### config.mk
export PLATFORM = sky130hd
export DESIGN_NAME = flash_reader
export DESIGN_NICKNAME = d
export VERILOG_FILES = /design/src/rtl/flash_reader.sv
export SDC_FILE = /design/constraint.sdc
export NUM_CORES = 1
export LEC_CHECK = 0
export CAP_MARGIN = 10
export CORE_MARGIN = 2
export CORE_UTILIZATION = 34
export DETAILED_ROUTE_END_ITERATION = 16
export GPL_ROUTABILITY_DRIVEN = 0
export PLACE_DENSITY = 0.75
export REMOVE_ABC_BUFFERS = 1
export SLEW_MARGIN = 20
export SYNTH_ARGS = -nofsm -noshare
export SYNTH_HDL_FRONTEND = slang
export SYNTH_SLANG_ARGS = --single-unit
export TNS_END_PERCENT = 5
### constraint.sdc
create_clock -name clk -period 1.5 [get_ports clk]
set_input_delay 0.3 -clock clk [delete_from_list [all_inputs] [get_ports clk]]
set_output_delay 0.3 -clock clk [all_outputs]
set_load 0.03 [all_outputs]
### src/rtl/flash_reader.sv
// Audio sample fetcher: one 32-bit flash read per trigger, one 16-bit half per sample,
// address advanced after both halves. Define FLASHREADER_REVERSE_EN for reverse playback.
module flash_reader (
  input  logic        clk,
  input  logic        rst,
  input  logic        flsh_waitrequest,
  output logic        flsh_read,
  input  logic [31:0] flsh_readdata,
  input  logic        flsh_readdatavalid,
  output logic [3:0]  flsh_byteenable,
  output logic        address_inc,
  output logic        address_dec,
  output logic        address_rst,
  output logic        audio_enable,
  output logic [15:0] audio_out,
  input  logic        startsamplenow
);

  typedef enum logic [2:0] {INIT, IDLE, READ, WAITDATA, OUTPUT} state_t;

  state_t      state, state_nxt;
  logic        half;
  logic [15:0] sample_sel;
  logic        step_pulse;

  assign flsh_byteenable = 4'b1111;

`ifdef FLASHREADER_REVERSE_EN
  assign sample_sel = half ? flsh_readdata[15:0] : flsh_readdata[31:16];
`else
  assign sample_sel = half ? flsh_readdata[31:16] : flsh_readdata[15:0];
`endif

  always_ff @(posedge clk or negedge rst) begin
    if (!rst) state <= INIT;
    else      state <= state_nxt;
  end

  always_comb begin
    state_nxt    = state;
    flsh_read    = 1'b0;
    audio_enable = 1'b0;
    step_pulse   = 1'b0;
    case (state)
      INIT:     state_nxt = IDLE;
      IDLE:     if (startsamplenow) state_nxt = READ;
      READ: begin
        flsh_read = 1'b1;
        if (!flsh_waitrequest) state_nxt = WAITDATA;
      end
      WAITDATA: if (flsh_readdatavalid) state_nxt = OUTPUT;
      OUTPUT: begin
        audio_enable = 1'b1;
        step_pulse   = half;
        state_nxt    = IDLE;
      end
      default:  state_nxt = INIT;
    endcase
  end

`ifdef FLASHREADER_REVERSE_EN
  assign address_inc = 1'b0;
  assign address_dec = step_pulse;
`else
  assign address_inc = step_pulse;
  assign address_dec = 1'b0;
`endif

  // INIT is also the state held during reset; gating with rst keeps the pulse
  // to the first cycle after release only.
  assign address_rst = (state == INIT) & rst;

  always_ff @(posedge clk or negedge rst) begin
    if (!rst) begin
      audio_out <= 16'h0000;
      half      <= 1'b0;
    end else begin
      if (state == WAITDATA && flsh_readdatavalid) audio_out <= sample_sel;
      if (state == OUTPUT) half <= ~half;
    end
  end

endmodule

; Word-level counts from Yosys, hierarchy flattened
; Index checks and enable logic that the tools add are counted.
[totals]
out_inout_bits = 25
inputBits = 37
reg_bits = 20
wordCells = 24
[classes]
n_eq_ne = 7
n_bitwise = 2
reduce_logical = 4
mux = 8
[ops]
columns = cell, n
row1 = 2-to-1 mux 16 bit, 1
row2 = one-hot mux 3 bit (4 select lines), 1
row3 = 2-to-1 mux 3 bit, 3
row4 = equality test 3 x 2 -> 1 bit (second input constant), 2
row5 = != test 2 bit (second input constant), 3
row6 = equality test 3 x 1 -> 1 bit (second input constant), 1
row7 = equality test 3 bit (second input constant), 1
row8 = logical NOT 3 bit, 1
row9 = 2-to-1 mux 1 bit, 3
row10 = AND reduction 3 bit, 1
row11 = OR reduction 2 bit, 1
row12 = AND 1 bit, 1
row13 = logical AND 1 bit, 1
row14 = inverter 1 bit, 1

; Logic depth before layout (Yosys ltp)
; Gate-level depths: netlist (run 1).
[logic_depth]
depth_word = 3
mapped_depth = 5

; Worst setup path before layout (run 1)
; Ideal clock, no wire load.
[synth_path]
kind = flip-flop to output port
from = register state[0]
to = output port address_inc
arrival_time_ps = 1777
path_buffers = 1
path_stages_with_launch = 4
setup_slack_ps = -577
required_ps = 1200
path_cell_list = dfrtp_1 > clkbuf_2 > nor3b_1 > and2_1
[synth_between]
elab_chain_cells = 2
[synth_lines]
columns = item, line
row1 = start: declaration, 21  ; state_t state, state_nxt;
row2 = start signal: assignment, 36  ; else state <= state_nxt;
row3 = equality test 3 bit, 44  ; case (state)
row4 = 2-to-1 mux 1 bit, 44
row5 = end: declaration, 11  ; output logic address_inc,
; Every way passes these cells.

; Worst setup path after layout (run 1)
; Same ends and word-level chain as after synthesis.

==> results of run 1 <==
==> metal layers <==
metal | share of wire, % | track usage (%)
met1 | 38 | 14.9
met2 | 55 | 28.6
met3 | 6.3 | 2.99
met4 | 1.1 | 8.70
met5 | 0 | 0
==> area by class of cell <==
class / count / area, µm²
Fill cell: 289 / 1320
Timing Repair Buffer: 65 / 606
Multi-Input combinational cell: 50 / 524
Sequential cell: 20 / 504
Clock buffer: 4 / 36.3
Inverter: 1 / 3.75
Tap cell: 44 / 55.1
==> power by group <==
group / leakage (µW) / switching, µW / internal (µW)
Clock: 0.0000210 / 167 / 148
Sequential: 0.000236 / 186 / 814
Combinational: 0.000509 / 923 / 934
==> cells in the mapped netlist, types with 2 or more instances <==
master	n	area, µm²
mux2_2	23	259
dfrtp_1	20	500
mux2_4	9	135
buf_4	6	45.0
conb_1	2	7.51
nor3_1	2	10.0
==> sequential cells by signal, summed over array words and instances, names as in the netlist <==
register / flops
audio_out: 16
half: 1
state: 3
==> timing repair <==
item                       4_1_cts  5_1_grt
setup endpoints to repair       20        4
setup buffers                    0        2
pin swaps                        0        2
gates resized for setup         19        4
==> worst max-delay path, cell delays in order (launching register included) <==
cell and delay (ns):
dfrtp_2 0.47, nor3b_2 0.20, and2_1 0.16, buf_6 0.13
==> how the worst max path moves through the flow <==
stage | from | to | cells after the start
2_1_floorplan | state[0] | address_inc | 2
3_5_place_dp | flsh_readdatavalid | audio_out[0] | 4
6_report | state[0] | address_inc | 3
4_1_cts | state[1] | address_inc | 3
3_3_place_gp | flsh_readdatavalid | audio_out[14] | 4
5_1_grt | state[0] | address_inc | 3
==> cells by family after synthesis <==
group                  count (synthesis)  synth area share [%]
multiplexers                          32                  36.1
flip-flops                            20                  45.8
buffers and inverters                 11                  8.25
AND/OR/NAND/NOR                        8                  5.73
AO/OA/AOI/OAI                          4                  2.63
other                                  2                 0.688
XOR/XNOR                               1                 0.802
==> per-stage QoR <==
step	TNS, ns	power (µW)	instances	worst slack, ns	hold slack (ns)
after floorplan	-3.12	2190	71	-0.527	0.00441
after global placement	-1.86	2950	178	-0.116	0.489
after detailed placement	-2.42	2990	178	-0.159	0.498
after CTS	-0.332	3170	182	-0.104	0.349
after global routing	-0.501	3380	184	-0.150	0.368
final	-0.146	3170	184	-0.0616	0.351
==> placed cells by master (no fill, tap or decap), types with 2 or more instances in the layout <==
cell and n:
dfrtp_2 3, mux2_4 9, dlygate4sd2_1 16, nor3_1 2, buf_4 11, clkdlybuf4s50_1 36, dfrtp_1 17, clkbuf_4 3
buf_6 2, mux2_2 23, conb_1 5
==> flow_summary.json, run 1 <==
{
  "outcome": "finished, violations left",
  "violations": "negative setup slack",
  "yosys_warnings": 0,
  "clock-sinks": 20,
  "rows": 20,
  "track_usage_pct": 15.0,
  "r2r_start": "state[2]",
  "path_max_fanout": 6,
  "portBuffers": 56,
  "antenna_left": 0,
  "cap_violations": 0,
  "slew_violations": 0,
  "gr-total-overflow": 0,
  "fin_ws_ns": -0.0616,
  "area_growth_pct": 58.3,
  "yosysSeqAreaShare_pct": 45.8,
  "hpwl_mm": 1.95,
  "cts.htree.levels": 1,
  "synthesis.instances": 78,
  "cts_buffers": 3,
  "synth_edf_count": 0,
  "drcViolationCount": 0,
  "design_area_um2": 1730,
  "die_area_um2": 3680,
  "clock_skew_ns": 0.00537,
  "cts_tree": "yes",
  "hp-class": "in -> async",
  "drt-initial-drc-count": 5,
  "fmax_mhz": 640,
  "setup-violations-final": 4,
  "avgSynthCellArea_um2": 14.0,
  "critical_path_class": "reg -> out",
  "grt_pass1_vias": 923,
  "leakagePower_uw": 0.000766,
  "grt_pass1_wl_mm": 3.97,
  "reg2reg_slack_ns": 0.10,
  "io_pins": 62,
  "clk_pin_slew_ns": 0.12,
  "rsz0062_at_grt": "yes",
  "async_reset_ff_share_pct": 100,
  "period_needed_ns": 1.56,
  "synth_seq_cells": 20,
  "drive_above_1_share_pct": 40.0,
  "cts_hold_buf": 0,
  "avgViaCountPerCell": 4.47,
  "clockBufferDepth": 2,
  "clk-insertion-delay-late_ns": 0.30,
  "worst_r2r_endpoint": "audio_out[0]",
  "initial_core_util_pct": 35.8,
  "finalNetCount": 178,
  "period_share_pct": 104,
  "die_height_um": 60.7,
  "critPathLaunchType": "register",
  "drt_wl_total_mm": 2.48,
  "clockRootBuffer": "clkbuf_4",
  "ir_drop_uv": 807,
  "synth_ff_type": "dfrtp_1",
  "final_util_pct": 56.6,
  "reg2reg_depth": 3,
  "antenna_found_initial": 0,
  "crit_arrival_ns": 1.26,
  "dr_total_vias": 822,
  "diodes": 0,
  "crit_path_end_kind": "output port",
  "core_area_um2": 3050,
  "grt_start_max_net_pins": 21,
  "cp.required_ns": 1.20,
  "netlist_area_um2": 1090,
  "first_pass_iters": 2,
  "p_per_area_nw_per_um2": 1830,
  "dpl-instance-area_um2": 1680,
  "fp.dieW_um": 60.7,
  "hold_violations": 0,
  "wl_per_cell_um": 13.5,
  "synth.distinct_cells": 22
}
Power figures use the tool's default switching activity.
==> inputs of run 2 (changes only) <==
Settings changed: CORE_UTILIZATION 34 to 35, CTS_BUF_LIST set to sky130_fd_sc_hd__clkbuf_4, PLACE_DENSITY 0.75 to 0.76.
==> run 2 against run 1 <==
Against the previous run: the run still ends with negative setup slack left; critical path depth did not move; via count rose by 0.97%; design area fell by 1.7%; non-clock buffer count fell by 1; hold slack improved by 0.017 ns; largest power group unchanged; die area fell by 2.7%.
==> flow_summary.json, run 2 (same netlist as run 1, synthesis figures left out) <==
{
  "p_clk_share_pct": 8.2,
  "tns_ns": -0.144,
  "track_usage_pct": 15.4,
  "clock_skew_ns": 0.00449,
  "path_max_fanout": 7,
  "outcome": "finished, violations left",
  "wl_per_cell_um": 14.0,
  "p_per_area_nw_per_um2": 1820,
  "hp-class": "in -> async",
  "period_needed_ns": 1.56,
  "rows": 20,
  "cts.htree.levels": 1,
  "cts_hold_buf": 0,
  "intPower_uw": 1830,
  "power.switching_uw": 1270,
  "initial_core_util_pct": 36.4,
  "crit_path_end_kind": "output port",
  "cap_violations": 0,
  "io_pins": 62,
  "clk-insertion-delay-late_ns": 0.29,
  "die_area_um2": 3580,
  "clock-sinks": 20,
  "gr-total-overflow": 0,
  "dr_total_vias": 830,
  "final_util_pct": 56.6,
  "avgViaCountPerCell": 4.83,
  "rsz0062_at_grt": "yes",
  "ir_drop_uv": 871,
  "final_common_cell": "clkdlybuf4s50_1",
  "timing.hold.ws_ns": 0.367,
  "drcViolationCount": 0,
  "antenna_found_initial": 0,
  "fp.dieW_um": 59.9,
  "design_area_um2": 1700,
  "regMostFlops": "audio_out",
  "setup-violations-final": 3,
  "grt_pass1_vias": 890,
  "reg_top3": "audio_out x16, state x3, half x1",
  "drt-initial-drc-count": 4,
  "cts_tree": "yes",
  "dpl-instance-area_um2": 1660,
  "hold_violations": 0,
  "p_seq_share_pct": 32.9,
  "fmax_mhz": 641,
  "cp.required_ns": 1.20,
  "cts_buffers": 3,
  "finalNetCount": 177,
  "critPathLaunchType": "register",
  "slew_violations": 0,
  "switching_share_pct": 40.9,
  "core_area_um2": 3000,
  "antenna_left": 0,
  "diodes": 0,
  "power_uw": 3100,
  "final_cell_mix": "clkdlybuf4s50_1 (36), mux2_2 (23), dfrtp_1 (16), dlygate4sd2_1 (16), buf_4 (10)",
  "critical_path_class": "reg -> out",
  "crit_arrival_ns": 1.26,
  "clockRootBuffer": "clkbuf_4",
  "leakagePower_uw": 0.000754,
  "portBuffers": 56,
  "drive_above_1_share_pct": 39.6,
  "first_pass_iters": 3,
  "largest_register_ffs": 16,
  "grt_start_max_net_pins": 21,
  "hpwl_mm": 1.94,
  "clockBufferDepth": 2,
  "p_comb_share_pct": 58.9,
  "fin_ws_ns": -0.0597,
  "clk_pin_slew_ns": 0.11,
  "n_fill_cell": 279,
  "violations": "negative setup slack",
  "drt_wl_total_mm": 2.42,
  "area_growth_pct": 55.6,
  "die_height_um": 59.9,
  "period_share_pct": 104,
  "grt_pass1_wl_mm": 4.05
}
run 2: layout make-up:
cell class	count	area (µm²)	share of cell area, %
Clock buffer	3	22.5	1.33
Timing Repair Buffer	64	598	35.2
Clock inverter	1	3.75	0.221
Inverter	1	3.75	0.221
Multi-Input combinational cell	50	524	30.9
Sequential cell	20	505	29.7
Tap cell	33	41.3	2.43
run 2: critical path, cell delays in order (launching register included):
cell,delay (ns)
dfrtp_2,0.46
nor3b_2,0.21
and2_1,0.16
buf_6,0.13
run 2: timing repair:
item | CTS | global route
endpoints found under the setup margin | 20 | 4
resized for setup | 23 | 1
pin swaps | 2 | 1
buffers inserted | 0 | 1
run 2: worst paths after layout:
check | from | to | slack (ns) | cells after the start
setup / recovery | state[1] | address_inc | -0.06 | 3
hold / removal | rst | audio_out[1] | 0.37 | 2
setup reg to reg | state[2] | audio_out[13] | 0.06 | 3
hold reg to reg | audio_out[2] | audio_out[2] | 0.51 | 1
max in group asynchronous | rst | state[1] | 0.91 | 2
min in group clk | audio_out[2] | audio_out[2] | 0.51 | 1
run 2: per-layer routing:
metal	vias up	global-route usage [%]	wire length, µm	share of wire, %
li1	389	-	-	-
met1	405	17.4	900	37
met5	-	0	0	0
met2	34	27.3	1320	54
met3	2	6.06	173	7.2
met4	0	3.17	27	1.1
run 2: per-stage QoR:
stage	std cells	setup WS, ns
floorplan	71	-0.527
global placement	167	-0.157
detailed placement	167	-0.215
CTS	171	-0.0741
global route	172	-0.119
finish	172	-0.0597
run 2: power by group through the flow:
stage	Clock (µW)	Sequential [µW]	Combinational, µW
2_1_floorplan	0	1470	717
3_3_place_gp	0	1020	1930
3_5_place_dp	0	1030	1970
4_1_cts	272	1030	1820
5_1_grt	300	1070	1950
6_report	254	1020	1830
